[src/rtl/rst_seq22.sv]
`default_nettype none
// ============================================================================
// Module      : rst_seq22
// Description : Global reset hold followed by a timed, ordered release of 22
//               per-domain reset masks.
// Revision    : 1.0 - initial release
// ============================================================================
module rst_seq22 #(
    parameter int HOLDCYC = 16
) (
    input  logic        clk,
    input  logic        rst_,
    input  logic        swrst,
    input  logic [21:0] swmsk,
    input  logic [7:0]  stepdly,
    output logic        orst_,
    output logic [21:0] rstmsk,
    output logic        busy,
    output logic        done
);

    typedef enum logic [1:0] {
        S_ASSERT = 2'd0,
        S_STAGE  = 2'd1,
        S_DONE   = 2'd2
    } state_t;

    localparam logic [15:0] c_hold_last = 16'(HOLDCYC - 1);
    localparam logic [4:0]  c_last_idx  = 5'd21;
    localparam logic [21:0] c_all_mask  = 22'h3FFFFF;

    state_t      r_state, w_state;
    logic [15:0] r_cnt,   w_cnt;
    logic [7:0]  r_step,  w_step;
    logic [7:0]  r_gap,   w_gap;
    logic [4:0]  r_idx,   w_idx;
    logic        w_orst;
    logic [21:0] w_rstmsk;
    logic        w_busy;
    logic        w_done;

    always_ff @(posedge clk or negedge rst_) begin
        if (!rst_) begin
            r_state <= S_ASSERT;
            r_cnt   <= 16'd0;
            r_step  <= 8'd0;
            r_gap   <= 8'd0;
            r_idx   <= 5'd0;
            orst_   <= 1'b0;
            rstmsk  <= c_all_mask;
            busy    <= 1'b1;
            done    <= 1'b0;
        end else begin
            r_state <= w_state;
            r_cnt   <= w_cnt;
            r_step  <= w_step;
            r_gap   <= w_gap;
            r_idx   <= w_idx;
            orst_   <= w_orst;
            rstmsk  <= w_rstmsk;
            busy    <= w_busy;
            done    <= w_done;
        end
    end

    always_comb begin
        w_state  = r_state;
        w_cnt    = r_cnt;
        w_step   = r_step;
        w_gap    = r_gap;
        w_idx    = r_idx;
        w_orst   = orst_;
        w_rstmsk = rstmsk;
        w_busy   = busy;
        w_done   = done;

        if (swrst) begin
            // Software restart overrides everything, including already-released domains.
            w_state  = S_ASSERT;
            w_cnt    = 16'd0;
            w_step   = 8'd0;
            w_gap    = 8'd0;
            w_idx    = 5'd0;
            w_orst   = 1'b0;
            w_rstmsk = c_all_mask;
            w_busy   = 1'b1;
            w_done   = 1'b0;
        end else begin
            case (r_state)
                S_ASSERT: begin
                    if (r_cnt == c_hold_last) begin
                        w_orst  = 1'b1;
                        w_step  = stepdly;
                        w_idx   = 5'd0;
                        w_gap   = 8'd0;
                        w_cnt   = 16'd0;
                        w_state = S_STAGE;
                    end else begin
                        w_cnt = r_cnt + 16'd1;
                    end
                end
                S_STAGE: begin
                    // Masked domains still consume a full slot so spacing is fixed.
                    if (r_gap == r_step) begin
                        w_rstmsk[r_idx] = swmsk[r_idx];
                        w_gap           = 8'd0;
                        if (r_idx == c_last_idx) begin
                            w_state = S_DONE;
                            w_busy  = 1'b0;
                            w_done  = 1'b1;
                        end else begin
                            w_idx = r_idx + 5'd1;
                        end
                    end else begin
                        w_gap = r_gap + 8'd1;
                    end
                end
                S_DONE: begin
                    w_rstmsk = swmsk;
                end
                default: begin
                    w_state = S_ASSERT;
                end
            endcase
        end
    end

endmodule
`default_nettype wire

[config.mk]
export PLATFORM = sky130hd
export DESIGN_NAME = rst_seq22
export DESIGN_NICKNAME = d
export VERILOG_FILES = /design/src/rtl/rst_seq22.sv
export SDC_FILE = /design/constraint.sdc
export NUM_CORES = 1
export LEC_CHECK = 0
export ABC_AREA = 1
export CAP_MARGIN = 0
export CORE_ASPECT_RATIO = 0.8
export CORE_MARGIN = 4
export CORE_UTILIZATION = 26
export CTS_BUF_LIST = sky130_fd_sc_hd__clkbuf_2
export DETAILED_ROUTE_END_ITERATION = 6
export GPL_TIMING_DRIVEN = 0
export PLACE_DENSITY_LB_ADDON = 0.3
export REMOVE_ABC_BUFFERS = 1
export SLEW_MARGIN = 20
export SYNTH_ARGS = -nofsm -noshare
export SYNTH_HDL_FRONTEND = slang
export SYNTH_SLANG_ARGS = --single-unit
[constraint.sdc]
create_clock -name clk -period 2.1 [get_ports clk]
set_clock_uncertainty 0.2 [all_clocks]
set_input_delay 0.63 -clock clk [delete_from_list [all_inputs] [get_ports clk]]
set_output_delay 0.63 -clock clk [all_outputs]
set_load 0.01 [all_outputs]
# Word level (Yosys, flattened, before mapping)
# Index checks and enable logic that the tools add are counted.
# Widths: inputs -> output; s select.
[word_totals] output_inout_bits=25 wordCells=78 input_bits=33 regBits=64
[op_classes] n_reduce_logical=15 n_eq_ne=10 n_lt_le_gt_ge=2 add_sub_neg=3 muxes=39
[op_table] operator="$mux 16" count=3
[op_table] operator="$mux 8" count=6
[op_table] operator="$mux 22" count=2
[op_table] operator="$pmux 22 s2" count=1
[op_table] operator="$bwmux 22" count=1
[op_table] operator="$mux 5" count=4
[op_table] operator="$add 16x1->16 const B" count=1
[op_table] operator="$eq 16x4->1 const B" count=1
[op_table] operator="$pmux 8 s2" count=1
[op_table] operator="$mux 1" count=13
[op_table] operator="$ne 3x3->1 const B" count=4
[op_table] operator="$pmux 5 s2" count=1
[op_table] operator="$reduce_bool 2->1" count=5
[op_table] operator="$add 8x1->8 const B" count=1
[op_table] operator="$eq 8x8->1" count=1
[op_table] operator="$mux 2" count=4
[op_table] operator="$reduce_and 4->1" count=2
[op_table] operator="$lt 5x6->1 const B" count=1
[op_table] operator="$pmux 2 s3" count=1
[op_table] operator="$reduce_and 2->1" count=3
[op_table] operator="$reduce_bool 3->1" count=2
[op_table] operator="$add 5x1->5 const B" count=1
[op_table] operator="$bmux 1 s5" count=1
[op_table] operator="$demux 1 s5" count=1
[op_table] operator="other kinds (8)" count=8

# Depth between registers and ports, before layout
# Gate-level depths: netlist of the first run.
[depth] ltp_word=8 depth_mapped=13 ltp_nobuf=11

# Worst setup path after synthesis of the first run
# Ideal clock, no wire load.
[synth_path] path_type="in2reg" from="input port swrst" to="register r_idx[0]" arrival_ns=1.433 required_time_ns=1.823 setup_ns=0.077 path_buffers=1 setup_slack_ns=0.390 path_stages=6 cell_sequence="buf_4 nor2_2 o21ai_1 nand3_4 nand2_1 o21ai_1"
[synth_between] elab_chain_cells=2 word_cells_on_any_way=6 cone_classes="3 x eq/ne; 1 x mux; 2 x reduce/logical"
[synth_lines] element="start, declared" line_no="13" rtl="input logic swrst,"
[synth_lines] element="$ne 3x3->1 (no line) / $reduce_bool 3->1 (equally long branches)"
[synth_lines] element="$reduce_and 4->1 (no line)"
[synth_lines] element="end signal, assigned" line_no="58" rtl="r_idx <= w_idx;"
[synth_lines] element="end, declared" line_no="36" rtl="logic [4:0] r_idx, w_idx;"
# Parallel ways exist; a longest one is shown, timed or not.
# A chain may end at the register's enable or synchronous reset.

# Final worst setup path of the first run
[layout_path] from="register rstmsk[12]" to="output port rstmsk[12]"
[layout_lines] element="start, declared" line_no="17" rtl="output logic [21:0] rstmsk,"
[layout_lines] element="start signal, assigned" line_no="50" rtl="rstmsk <= c_all_mask;"
[layout_lines] element="start signal, assigned" line_no="60" rtl="rstmsk <= w_rstmsk;"
# No word-level cell between the ends.

==> flow_summary.yaml, run 1 <==
outcome:
  outcome: "finished, final reports clean"
cells_and_area:
  final_common_cell: "nand2_1"
  drive_above_1_share: 0.221
  mostFrequentLayoutCells: "177 x nand2_1, 68 x inv_1, 43 x nand3_1"
  fin_nets: 687
  diodes: 0
  syn_to_final_growth_pct: 23.8
  layoutNonFillerInstCount: 868
  fillers: 1731
placed_design:
  portBuffers: 57
  dp_cells: 833
  gp_congestion: 0.813
  dp_hpwl_mm: 7.76
  place_ws_ns: -1.68
critical_path:
  path_max_fanout: 2
  r2r_start: "r_state[1]$_DFFE_PN0P_"
  crit_chain: "buf_6"
  crit_type: "reg -> out"
  worstPathArrival_ns: 1.23
  slowest_stage: "dfstp_2"
  required_ns: 1.27
  r2r_end: "rstmsk[11]$_DFFE_PN1P_"
  cp_slowest_stage_delay_ns: 0.59
  cp.depth: 1
  start_kind: "flip-flop"
  path_buf_inv: 1
  crit_family: "flip-flops"
  end_kind: "primary output"
  worstRegToRegCells: 8
  reg2reg_slack_ns: 0.13
synth:
  avgSynthCellArea_um2: 7.31
  synth_cells: 578
  yosys_register_bits: 64
  synthesis.area_um2: 4230
  synth-seq-area-share: 0.386
  ys_async_sr_fraction: 1.00
  synth_edf_count: 0
  synth_warnings: 0
  yosys.cell_types.count: 42
  synth_flop_cell: "dfrtp_1"
grt:
  grt_pass1_vias: 3620
  grt-ovfl-total: 0
  grt_max_degree: 36
  grt_pass1_wl_mm: 18.5
  grt_util_all_layers: 0.127
  antenna_found_initial: 0
route:
  drt_iter0_drc: 246
  vias_per_cell: 4.43
  antenna_left: 0
  drt-total-wl_mm: 11.2
  vias: 3846
  drc: 0
  first_pass_iters: 4
  routedWlPerCell_um: 12.9
worst_hold_path:
  hold_start: "rstmsk[21]$_DFFE_PN1P_"
  whs_path_depth: 2
  holdPathEnd: "rstmsk[21]$_DFFE_PN1P_"
  hold_class: "reg -> reg"
sta:
  hold_viol_final: 0
  tightestPinTransition_ns: 0.555
  fmax_mhz: 484
  rsz0062_at_grt: "true"
  fin_ws_ns: 0.0354
  slew_headroom: 0.630
  slew_violations: 0
  finalSetupViolCount: 0
  fin_setup_tns_ns: 0
  period_minus_slack_ns: 2.06
  fin_crit_sh: 0.983
floorplan:
  start_util: 0.267
  die_h_um: 122
  core.rowCount: 41
  io_pins: 58
  fp.dieW_um: 151
  dieArea_um2: 18400
  fp.coreArea_um2: 15900
flow_run:
  drv_cap: 0
clocking:
  cts.sinks: 64
  clockBufferDepth: 2
  cts_tree: "done"
  htreeDepth: 3
  clkSlewWorstSetupHoldPaths_ns: 0.20
  cts-root-buf: "clkbuf_2"
  cts_made_buffers: 9
  clk_latency_ns: 0.55
pwr:
  p_total_mw: 3.83
  ir_drop_mv: 0.199
  p_per_area_nw_per_um2: 733
  p_leak_nw: 2.49
worst max path at each step:
stage | startpoint | slack (ns) | endpoint
floorplan | swrst | -0.20 | rstmsk[12]$_DFFE_PN1P_
CTS | rstmsk[12]$_DFFE_PN1P_ | -0.04 | rstmsk[12]
global placement | rst_ | -2.13 | r_cnt[6]$_DFFE_PN0P_
global route | rstmsk[9]$_DFFE_PN1P_ | -0.06 | rstmsk[9]
detailed placement | swrst | -1.68 | rstmsk[12]$_DFFE_PN1P_
finish | rstmsk[12]$_DFFE_PN1P_ | 0.04 | rstmsk[12]
routing by layer:
layer / up-vias / global-route usage / wire, um
li1: 2017 / - / -
met1: 1757 / 0.179 / 5520
met2: 65 / 0.190 / 4870
met3: 7 / 0.0387 / 675
met4: 0 / 0.0297 / 106
met5: - / 0 / 0
registers in the layout (all words and copies together), names as in the netlist:
name and flops:
busy 1, done 1, orst_ 1, r_cnt 16, r_gap 8, r_idx 5
r_state 2, r_step 8, rstmsk 22
through the flow:
step | hold WS (ns) | instance area [um2] | utilization
floorplan | 0.134 | 4070 | -
global placement | 0.262 | 4910 | 0.310
detailed placement | 0.261 | 4930 | 0.311
CTS | 0.261 | 5140 | 0.324
global route | 0.281 | 5230 | 0.330
finish | 0.294 | 5230 | 0.330
layout make-up:
type	instances	area [um2]	share of cell area
Clock inverter	6	27.5	0.00526
Tap cell	215	269	0.0514
Sequential cell	64	1640	0.313
Timing Repair Buffer	75	738	0.141
Multi-Input combinational cell	417	2200	0.422
Inverter	81	305	0.0584
Clock buffer	10	50.0	0.00957
synth_stat cells, drive strengths merged (2+ instances only):
| master | number | area share |
|---|---|---|
| a21oi | 6 | 0.0071 |
| buf | 14 | 0.031 |
| clkbuf | 4 | 0.0044 |
| dfrtp | 41 | 0.24 |
| dfstp | 23 | 0.14 |
| ha | 6 | 0.018 |
| inv | 81 | 0.072 |
| nand2 | 183 | 0.17 |
| nand3 | 61 | 0.094 |
| nand4 | 13 | 0.019 |
| nor2 | 33 | 0.036 |
| nor3 | 7 | 0.0095 |
| o211ai | 2 | 0.0036 |
| o21ai | 76 | 0.10 |
| o22ai | 6 | 0.0089 |
| o31ai | 3 | 0.0053 |
| or2 | 4 | 0.0059 |
| xnor2 | 5 | 0.010 |
| xor2 | 4 | 0.0083 |
cells by family after synthesis:
group                      count (synthesis)  synth area share
AOI/OAI and AO/OA                         97             0.132
xor gates and xnor gates                   9            0.0187
adders and majority gates                  6            0.0178
buffers and inverters                     99             0.108
DFF                                       64             0.386
and+or+nand+nor                          303             0.338
worst reg2reg max path, delay by kind of cell (launching register included):
family,cells,cell delay (ns)
buf+inv,1,0.12
compound gates,2,0.30
flops,1,0.48
simple gates,5,0.81
power breakdown:
| part | internal [mW] | total [mW] | switching [mW] |
|---|---|---|---|
| logic | 0.715 | 1.53 | 0.811 |
| clock network | 0.145 | 0.618 | 0.473 |
| registers | 1.53 | 1.69 | 0.159 |
repair_timing:
item / in CTS / in global routing
endpoints found under the setup margin: 61 / 61
cloned: 2 / 0
setup buffers: 7 / 9
resized for setup: 138 / 5
hold buffers: 1 / 0
hold endpoints to repair: 19 / 0
pin swaps: 2 / 2
Note: power is estimated with default switching activity, not from simulation.
==> run 2, diff against run 1 <==
CORE_UTILIZATION = 57   (was 26)
==> flow_summary.yaml, run 2 (synthesis gave the netlist of run 1 again) <==
cells_and_area:
  fin_nets: 687
  top_regs: "rstmsk x22, r_cnt x16"
  diodes: 0
  mostFrequentLayoutCells: "177 x nand2_1, 68 x inv_1, 44 x nand3_1"
  largest_reg_flops: 22
  syn_to_final_growth_pct: 21.0
  drive_above_1_share: 0.221
  final_common_cell: "nand2_1"
  layoutNonFillerInstCount: 740
  largest-register: "rstmsk"
placed_design:
  portBuffers: 57
  dp_hpwl_mm: 7.22
  gp_congestion: 0.871
  dp_cells: 705
route:
  vias: 4151
  drt_iter0_drc: 313
  drc: 2
  drt-total-wl_mm: 11.1
  routedWlPerCell_um: 15.0
  vias_per_cell: 5.61
  antenna_left: 0
  first_pass_iters: 7
floorplan:
  fp.dieW_um: 104
  io_pins: 58
  die_h_um: 85.0
  core.rowCount: 27
  fp.coreArea_um2: 7030
  start_util: 0.601
  dieArea_um2: 8860
critical_path:
  worstRegToRegCells: 10
  r2r_end: "rstmsk[11]$_DFFE_PN1P_"
  crit_chain: "buf_6"
  r2r_start: "r_idx[0]$_DFFE_PN0P_"
  reg2reg_slack_ns: 0.06
  crit_type: "reg -> out"
  start_kind: "flip-flop"
  startpoint: "busy$_DFFE_PN1P_"
  crit_family: "flip-flops"
  end_kind: "primary output"
  required_ns: 1.27
  slowest_stage: "dfstp_2"
  cp_slowest_stage_delay_ns: 0.59
  path_max_fanout: 2
  worstPathArrival_ns: 1.22
  path_buf_inv: 1
sta:
  fin_setup_tns_ns: 0
  fmax_mhz: 489
  period_minus_slack_ns: 2.05
  finalSetupViolCount: 0
  rsz0062_at_grt: "true"
  slew_violations: 0
  hold_viol_final: 0
  tightestPinTransition_ns: 0.507
  fin_crit_sh: 0.974
  slew_headroom: 0.662
clocking:
  clkSlewWorstSetupHoldPaths_ns: 0.21
  cts.sinks: 64
  cts_made_buffers: 9
  cts-root-buf: "clkbuf_2"
  htreeDepth: 3
  clk_latency_ns: 0.53
  clockBufferDepth: 2
  cts_tree: "done"
worst_hold_path:
  hold_class: "reg -> reg"
  holdPathEnd: "rstmsk[14]$_DFFE_PN1P_"
  whs_path_depth: 2
  hold_start: "rstmsk[14]$_DFFE_PN1P_"
grt:
  grt_pass1_wl_mm: 18.5
  grt_pass1_vias: 3867
  grt_util_all_layers: 0.255
  antenna_found_initial: 0
  grt-ovfl-total: 0
  grt_max_degree: 36
outcome:
  violations: "DRC"
  outcome: "finished, violations left"
pwr:
  p_per_area_nw_per_um2: 806
  p_leak_nw: 2.51
  ir_drop_mv: 0.569
flow_run:
  drv_cap: 0
run 2: cell types whose count changed in the layout (fill, tap and decap cells not counted), moves of 2 or more:
cell,delta
clkdlybuf4s15_1,+2
clkinv_2,-3
bufinv_16,+2
buf_6,-3
run 2: final cells by class:
type	count	area, um2
multi-input combinational	418	2210
tap	87	109
timing repair buffer	74	722
inverter	81	307
fill	538	1920
clock buffer	11	55.1
sequential	64	1640
clock inverter	5	73.8
run 2: routing by layer:
metal | vias to the layer above | share of wire | wire length [um] | global-route usage
li1 | 2014 | - | - | -
met1 | 1933 | 0.46 | 5120 | 0.353
met2 | 184 | 0.45 | 4950 | 0.381
met3 | 20 | 0.077 | 856 | 0.0768
met4 | 0 | 0.015 | 170 | 0.0845
met5 | - | 0 | 0 | 0
run 2: through the flow:
step	cell area, um2	setup slack, ns	power [mW]	hold WS, ns	utilization
global route	5110	-0.0205	4.36	0.306	0.727
finish	5110	0.0543	4.12	0.295	0.727
CTS	4880	0.0171	3.83	0.286	0.694
detailed placement	4770	-1.69	3.04	0.263	0.679
global placement	4750	-1.91	2.99	0.258	0.676
floorplan	4070	-0.198	2.43	0.134	-
run 2: power breakdown:
| group | switching [mW] | internal [mW] | total (mW) |
|---|---|---|---|
| combinational | 0.840 | 0.682 | 1.52 |
| clock | 0.494 | 0.397 | 0.891 |
| sequential | 0.174 | 1.53 | 1.71 |
| total | 1.51 | 2.61 | 4.12 |
run 2: what timing repair did:
item | in CTS | in global routing
setup endpoints to repair | 67 | 51
pin swaps | 2 | 3
resized for setup | 108 | 27
setup buffers | 4 | 11
hold buffers | 1 | 0
endpoints found under the hold margin | 14 | 0
cloned | 2 | 1
run 2: how the worst max path moves through the flow:
stage / slack, ns / cells past startpoint / end
after floorplan: -0.20 / 5 / rstmsk[12]$_DFFE_PN1P_
after global placement: -1.91 / 1 / r_cnt[4]$_DFFE_PN0P_
after detailed placement: -1.69 / 6 / rstmsk[11]$_DFFE_PN1P_
after CTS: 0.02 / 1 / orst_
after global routing: -0.02 / 7 / rstmsk[2]$_DFFE_PN1P_
final: 0.05 / 1 / busy
run 2: worst min-delay path: stages (launching register included):
cell,delay (ns)
dfstp_2,0.41
nand2_1,0.05
o21ai_1,0.05
